**src/rtl/regfile_wb_sequencer.sv**
```systemverilog
// regfile_wb_sequencer: buffers register writebacks in a FIFO and issues one-hot writes with read forwarding
//   clk/clr                      clock, async active-high reset
//   req_valid/req_ready          writeback request handshake (req_addr, req_data)
//   stall                        hold head entry, no write this cycle
//   drain_req/drain_done         quiesce request level / completion pulse
//   wr_en/wr_data                one-hot write enable and shared data to the register array
//   rd_addr1/2, fwd_hit1/2, fwd_data1/2  read-after-write forwarding from pending entries
//   pending                      FIFO occupancy
module regfile_wb_sequencer #(
  parameter int DATA_W = 32,
  parameter int ADDR_W = 5,
  parameter int DEPTH  = 4
) (
  input  logic                     clk,
  input  logic                     clr,
  input  logic                     req_valid,
  output logic                     req_ready,
  input  logic [ADDR_W-1:0]        req_addr,
  input  logic [DATA_W-1:0]        req_data,
  input  logic                     stall,
  input  logic                     drain_req,
  output logic                     drain_done,
  output logic [2**ADDR_W-1:0]     wr_en,
  output logic [DATA_W-1:0]        wr_data,
  input  logic [ADDR_W-1:0]        rd_addr1,
  input  logic [ADDR_W-1:0]        rd_addr2,
  output logic                     fwd_hit1,
  output logic [DATA_W-1:0]        fwd_data1,
  output logic                     fwd_hit2,
  output logic [DATA_W-1:0]        fwd_data2,
  output logic [$clog2(DEPTH):0]   pending
);
  localparam int PW = $clog2(DEPTH);
  localparam int NR = 2**ADDR_W;
  typedef enum logic [1:0] {RUN, DRAIN, DONE, HOLD} state_t;
  state_t state_q, state_d;
  logic [ADDR_W-1:0] addr_q [DEPTH];
  logic [ADDR_W-1:0] addr_d [DEPTH];
  logic [DATA_W-1:0] data_q [DEPTH];
  logic [DATA_W-1:0] data_d [DEPTH];
  logic [PW-1:0] head_q, head_d, tail_q, tail_d;
  logic [PW:0] cnt_q, cnt_d;
  logic push, pop;
  // register 0 is hardwired zero, so its requests complete the handshake but are dropped
  assign push = req_valid && req_ready && req_addr != '0;
  assign pop = cnt_q != '0 && !stall;
  always_comb begin
    addr_d = addr_q;
    data_d = data_q;
    if (push) begin
      addr_d[tail_q] = req_addr;
      data_d[tail_q] = req_data;
    end
    head_d = head_q + PW'(pop);
    tail_d = tail_q + PW'(push);
    cnt_d = cnt_q + (PW+1)'(push) - (PW+1)'(pop);
  end
  always_ff @(posedge clk or posedge clr) begin
    if (clr) begin
      addr_q <= '{default: '0};
      data_q <= '{default: '0};
      head_q <= '0;
      tail_q <= '0;
      cnt_q <= '0;
    end else begin
      addr_q <= addr_d;
      data_q <= data_d;
      head_q <= head_d;
      tail_q <= tail_d;
      cnt_q <= cnt_d;
    end
  end
  // the entry pops on the same edge the array captures it
  assign wr_en = pop ? NR'(1) << addr_q[head_q] : '0;
  assign wr_data = pop ? data_q[head_q] : '0;
  assign pending = cnt_q;
  // walk oldest to youngest so the last match left standing is the youngest
  always_comb begin
    fwd_hit1 = 1'b0;
    fwd_data1 = '0;
    fwd_hit2 = 1'b0;
    fwd_data2 = '0;
    for (int k = 0; k < DEPTH; k++) begin
      if ((PW+1)'(k) < cnt_q) begin
        if (rd_addr1 != '0 && addr_q[head_q + PW'(k)] == rd_addr1) begin
          fwd_hit1 = 1'b1;
          fwd_data1 = data_q[head_q + PW'(k)];
        end
        if (rd_addr2 != '0 && addr_q[head_q + PW'(k)] == rd_addr2) begin
          fwd_hit2 = 1'b1;
          fwd_data2 = data_q[head_q + PW'(k)];
        end
      end
    end
  end
  always_ff @(posedge clk or posedge clr) begin
    if (clr) state_q <= RUN;
    else state_q <= state_d;
  end
  // dropping drain_req mid-drain still empties the FIFO but skips the completion pulse
  always_comb begin
    state_d = state_q;
    case (state_q)
      RUN:   state_d = drain_req ? DRAIN : RUN;
      DRAIN: state_d = cnt_q != '0 ? DRAIN : drain_req ? DONE : RUN;
      DONE:  state_d = HOLD;
      HOLD:  state_d = drain_req ? HOLD : RUN;
      default: state_d = RUN;
    endcase
  end
  always_comb begin
    req_ready = state_q == RUN && cnt_q < (PW+1)'(DEPTH);
    drain_done = state_q == DONE;
  end
endmodule

```
**config.mk**
```make
export PLATFORM = sky130hd
export DESIGN_NAME = regfile_wb_sequencer
export DESIGN_NICKNAME = d
export VERILOG_FILES = /design/src/rtl/regfile_wb_sequencer.sv
export SDC_FILE = /design/constraint.sdc
export NUM_CORES = 1
export LEC_CHECK = 0
export CAP_MARGIN = 20
export CORE_UTILIZATION = 54
export DETAILED_ROUTE_END_ITERATION = 8
export PLACE_DENSITY = 0.8
export SYNTH_ARGS = -nofsm -noshare
export SYNTH_HDL_FRONTEND = slang
export SYNTH_SLANG_ARGS = --single-unit
```
**constraint.sdc**
```tcl
create_clock -name clk -period 12.5 [get_ports clk]
set_input_delay 1.25 -clock clk [delete_from_list [all_inputs] [get_ports clk]]
set_output_delay 1.25 -clock clk [all_outputs]
set_load 0.005 [all_outputs]
```
==> flow_metrics.tcl, run 1 <==
set metrics [dict create \
    dieArea_um2 23430 \
    cp-start-kind "flip-flop" \
    p_leak_nw 6.744 \
    slew_headroom 0.2984 \
    stdcell_area_um2 14960 \
    core-area_um2 22090 \
    seqCellArea_um2 3936 \
    synthAdderAreaFrac 0.007715 \
    drt_iter0_drc 1071 \
    cts_resized 0 \
    synth_top_family_by_area "multiplexers" \
    ys.warnings.count 0 \
    clk_path_buf_depth 2 \
    syn_area_um2 12330 \
    first_pass_iters 6 \
    synth-simple-area-share 0.1646 \
    drive_gt1_frac 0.1958 \
    cts_made_buffers 17 \
    clock-sinks 157 \
    diodes 0 \
    post_drt_via_cell_ratio 6.529 \
    critPathMaxFanout 58 \
    drc 0 \
    drtAntennaViolNets 0 \
    fin_nets 1507 \
    dpl.hpwl_mm 23.78 \
    root_buffer "clkbuf_16" \
    path_clk_slew_ns 0.06 \
    crit_path_end_kind "primary output" \
    tightestPinTransition_ns 1.052 \
    port_buffers 186 \
    clkLatencyLatePin_ns 0.43 \
    first_global_vias 11170 \
    ys_seq_elements 157 \
    hold_buffers 0 \
    finalNonFillerCells 1741 \
    min-delay-path-class "flip-flop to flip-flop" \
    post-route-period-util 0.5097 \
    area_delta_synth_final_pct 21.34 \
    setup_viol 0 \
    initial_core_util 0.5579 \
    synth-compound-area-share 0.1261 \
    cellPowerDensity_nw_per_um2 268.0 \
    skew_ns 0.008473 \
    fin_util 0.6769 \
    cts-htree-levels 4 \
    synthCells 1346 \
    ir_drop_mv 0.2195 \
    wire_per_inst_um 21.56 \
    synth_flop_cell "dfrtp_1" \
    muxShareOfSynthArea 0.3052 \
    dpl_cell_area_um2 14240 \
    layout_min_cycle_time_ns 6.371 \
    synth_fp_nets 1405 \
    die_w_um 153.1 \
    synth_cell_type_count 46 \
    slew_violations 0 \
    synth_edf_count 0 \
    grt_pass1_wl_mm 60.05 \
    grt_max_degree 103 \
    syn_area_per_cell_um2 9.157 \
    fmax_ghz 0.1570 \
    wirelength_mm 37.54 \
    rsz0062_at_grt "no" \
    worstPathRequired_ns 11.25 \
    cts_tree "yes" \
    die_y_um 153.1 \
    status "finished clean" \
    fillerInstances 1710 \
    ios 187 \
    gp_congestion 0.9335 \
    cap_violations 0 \
    multi_input_area_um2 7848 \
    ys_async_sr_fraction 1.000 \
    antenna_found_initial 0 \
    grt_usage 0.3217 \
    rows 54 \
    tns_ns 0 \
    fin_hold_ws_ns 0.5274 \
    place_inst 1707 \
    grt_overflow 0 \
    crit_arrival_ns 5.12 \
    hold_viol_final 0 \
    worst-setup-path-type "flip-flop to primary output" \
    synth_xor_area_frac 0.02832 \
    post-cts-setup-buffers 0 \
    vias 11370 \
    ys_seq_area_frac 0.3187 \
]
-- worst paths after layout --
kind                            start             to  slack (ns)  cells after the start
setup reg to reg           pending[2]     data_q[42]        9.61                      6
max in group asynchronous         clr    data_q[110]        9.95                      4
hold / removal             data_q[52]     data_q[52]        0.53                      1
setup / recovery            head_q[0]  fwd_data1[22]        6.13                     10
hold reg to reg            data_q[52]     data_q[52]        0.53                      1
min in group asynchronous         clr      data_q[0]        1.29                      2
-- layout by cell type, fill, tap and decap left out, drive strengths merged, types with 24 or more instances in the layout --
cell type,n
nand2,153
a211oi,34
nor2,105
mux4,24
and2,35
and3,31
mux2,183
nor4,35
clkdlybuf4s50,186
xnor2,27
mux2i,116
a31oi,32
a21o,27
o21ai,63
a21oi,44
nor3,41
dfrtp,157
a311oi,28
buf,26
-- report_power, final --
| group | switching, W | internal (W) |
|---|---|---|
| clock network | 0.000225 | 0.000367 |
| registers | 0.000220 | 0.000728 |
| logic | 0.00133 | 0.00114 |
-- critical path: stages, from the launching register on --
cell and delay [ns]:
dfrtp_4 0.60, buf_4 0.78, mux4_2 0.68, and2_0 0.23, o21ai_4 0.13, buf_4 0.44
or2_1 0.24, buf_4 0.42, a31oi_1 0.14, a211oi_1 0.43, clkdlybuf4s50_1 0.58
-- cells in the mapped netlist, types with 27 or more instances --
library cell	number	area [um^2]
nor3_1	41	205.2
a31oi_1	32	200.2
a21o_1	27	202.7
nor4_1	35	219.0
nor2_1	105	394.1
and3_1	31	193.9
a311oi_1	28	245.2
o21ai_0	49	245.2
a21oi_1	44	220.2
clkbuf_1	81	304.0
and2_1	34	212.7
buf_2	33	165.2
dfrtp_1	157	3929
mux2i_1	116	1161
mux2_2	183	2061
a211oi_1	34	255.2
nand2_1	153	574.3
-- metrics by stage --
step | total power [W] | setup slack, ns
3_3_place_gp | 0.003262 | 6.621
4_1_cts | 0.003961 | 6.170
3_5_place_dp | 0.003353 | 6.529
6_report | 0.004007 | 6.129
5_1_grt | 0.004249 | 5.946
2_1_floorplan | 0.002557 | 7.015
-- layer usage --
layer,vias to the layer above,global-route usage,part of all wire
li1,5088,-,-
met5,-,0,0
met1,5572,0.4179,0.41
met4,0,0.1308,0.028
met3,95,0.05727,0.081
met2,612,0.5308,0.48
-- kinds of logic (layout without fill, tap and decap cells) --
group	count (synthesis)	in the layout
AOI/OAI and AO/OA	241	241
xor gates and xnor gates	39	39
adders and majority gates	7	7
buffers and inverters	145	260
DFF	157	157
muxes	323	323
and+or+nand+nor	434	434
-- state kept, by name, indices dropped and copies added, names as in the netlist --
signal,cells
head_q,2
data_q,128
pending,3
addr_q,20
tail_q,2
state_q,2
-- area by class of cell --
type                            count  share of cell area
Clock buffer                       19             0.03029
Multi-Input combinational cell   1044              0.5247
Sequential cell                   157              0.2632
Inverter                           16            0.004518
Timing Repair Buffer              212              0.1397
Tap cell                          280             0.02343
Clock inverter                     13             0.01414
No activity file was read; power rests on OpenSTA's default activity.
==> inputs of run 2 (changes only) <==
- CORE_UTILIZATION: 54 -> 50
- PLACE_DENSITY: 0.8 -> 0.78
- clock period: 12.5 -> 5.55 ns (I/O delays scaled with it)
==> run 2 against run 1 <==
Net effect:
- utilization down 6.3 points
- wire length down 0.33%
- final cell count up 2.6%
- largest cell class unchanged
- largest power group unchanged
- highest routed layer unchanged
==> flow_metrics.tcl, run 2 (synthesized netlist as in run 1, its figures left out) <==
set metrics [dict create \
    clk_path_buf_depth 2 \
    cap_violations 0 \
    tightestPinTransition_ns 1.112 \
    post_drt_via_cell_ratio 6.320 \
    die_y_um 159.0 \
    clock-sinks 157 \
    cts-htree-levels 4 \
    initial_core_util 0.5083 \
    ir_drop_mv 0.3889 \
    root_buffer "clkbuf_16" \
    hold_viol_final 0 \
    area_delta_synth_final_pct 20.74 \
    worstPathRequired_ns 4.99 \
    largest_reg_flops 128 \
    die_w_um 159.0 \
    wire_per_inst_um 20.95 \
    setup_viol 0 \
    ios 187 \
    status "finished clean" \
    fin_nets 1508 \
    fillerInstances 2011 \
    post-route-period-util 0.9480 \
    first_pass_iters 5 \
    fmax_ghz 0.1901 \
    slew_headroom 0.2584 \
    final_common_cell "clkdlybuf4s50_1" \
    crit_top_cell "buf_4" \
    worst-setup-path-type "flip-flop to primary output" \
    antenna_found_initial 0 \
    crit_path_end_kind "primary output" \
    cpMaxStageDelayCell "dfrtp_4" \
    crit_arrival_ns 4.71 \
    rows 57 \
    clkLatencyLatePin_ns 0.44 \
    drive_gt1_frac 0.1949 \
    grt_usage 0.2950 \
    hold_buffers 0 \
    cts_resized 0 \
    cts_made_buffers 17 \
    setup_ws_ns 0.2886 \
    drt_iter0_drc 1169 \
    multi_input_area_um2 7848 \
    wirelength_mm 37.42 \
    first_global_vias 11010 \
    critPathMaxFanout 32 \
    layout_min_cycle_time_ns 5.261 \
    p_leak_nw 6.674 \
    cp-start-kind "flip-flop" \
    min-delay-path-class "flip-flop to flip-flop" \
    slowest_delay_ns 0.62 \
    seqCellArea_um2 3936 \
    vias 11290 \
    grt_overflow 0 \
    path_clk_slew_ns 0.06 \
    grt_pass1_wl_mm 59.40 \
    grt_max_degree 101 \
    slew_violations 0 \
    dpl.hpwl_mm 24.05 \
    cts_tree "yes" \
    place_ws_ns 0.8077 \
    final_cell_mix "186 x clkdlybuf4s50_1, 183 x mux2_2, 155 x dfrtp_1, 152 x nand2_1, 116 x mux2i_1" \
    skew_ns 0.01013 \
    dieArea_um2 25280 \
    top_register "data_q" \
    drc 0 \
    post-cts-setup-buffers 0 \
    tns_ns 0 \
    cellPowerDensity_nw_per_um2 591.6 \
    rsz0062_at_grt "no" \
    core-area_um2 24250 \
    gp_congestion 0.8957 \
    port_buffers 186 \
    diodes 0 \
    drtAntennaViolNets 0 \
    crit_chain "buf_4, mux4_2, xnor2_2, nand4_2, or3_1, buf_4, a311o_1, a22o_1, clkdlybuf4s50_1" \
]
[run 2: worst paths after layout]
path                            endpoint  cells past startpoint        from  slack, ns
max                        fwd_data2[27]                      9   head_q[0]       0.29
min                           data_q[62]                      1  data_q[62]       0.53
max reg2reg                   data_q[19]                      6  pending[2]       2.70
min reg2reg                   data_q[62]                      1  data_q[62]       0.53
max in group asynchronous     data_q[60]                      3         clr       3.54
min in group asynchronous     data_q[98]                      2         clr       0.69
[run 2: layout make-up]
type                    instances  share of cell area
multi-input cells            1044              0.5273
well taps                     324             0.02724
flip-flops and latches        157              0.2645
clock buffers                  20             0.03002
clock inverters                12            0.007651
repair buffers                213              0.1387
inverters                      16            0.004540
[run 2: stage by stage]
| step | cell area, um^2 | cells | utilization | power (W) | hold WS, ns |
|---|---|---|---|---|---|
| 3_3_place_gp | 14320 | 1754 | 0.5906 | 0.007353 | 0.5077 |
| 2_1_floorplan | 12330 | 1346 | - | 0.005759 | 0.4923 |
| 5_1_grt | 14880 | 1786 | 0.6137 | 0.009339 | 0.5464 |
| 3_5_place_dp | 14320 | 1754 | 0.5906 | 0.007534 | 0.5152 |
| 6_report | 14880 | 1786 | 0.6137 | 0.008804 | 0.5278 |
| 4_1_cts | 14880 | 1786 | 0.6137 | 0.008699 | 0.5291 |
[run 2: power breakdown]
part	internal (W)	switching, W	total (W)	leakage (nW)
Combinational	0.00256	0.00295	0.00551	4.37
Clock	0.000631	0.000495	0.00113	0.263
Sequential	0.00164	0.000530	0.00217	2.04
[run 2: critical path, delay by kind of cell, from the launching register on]
kind	cells	cell delay [ns]
multiplexers	1	0.62
AND/OR/NAND/NOR	2	1.06
AO/OA/AOI/OAI	2	0.53
flip-flops	1	0.62
XOR/XNOR	1	0.16
buffers and inverters	3	1.25
[run 2: routing by layer]
metal | vias to the layer above | global-route usage | share of wire
met1 | 5458 | 0.3803 | 0.41
met2 | 611 | 0.4918 | 0.48
li1 | 5117 | - | -
met4 | 0 | 0.1115 | 0.029
met3 | 101 | 0.05653 | 0.082
met5 | - | 0 | 0
==> inputs of run 3 (changes only) <==
- GPL_ROUTABILITY_DRIVEN: unset -> 0
==> results of run 3 <==
Same layout as run 2: the final DEF is identical, and so are final timing and power.
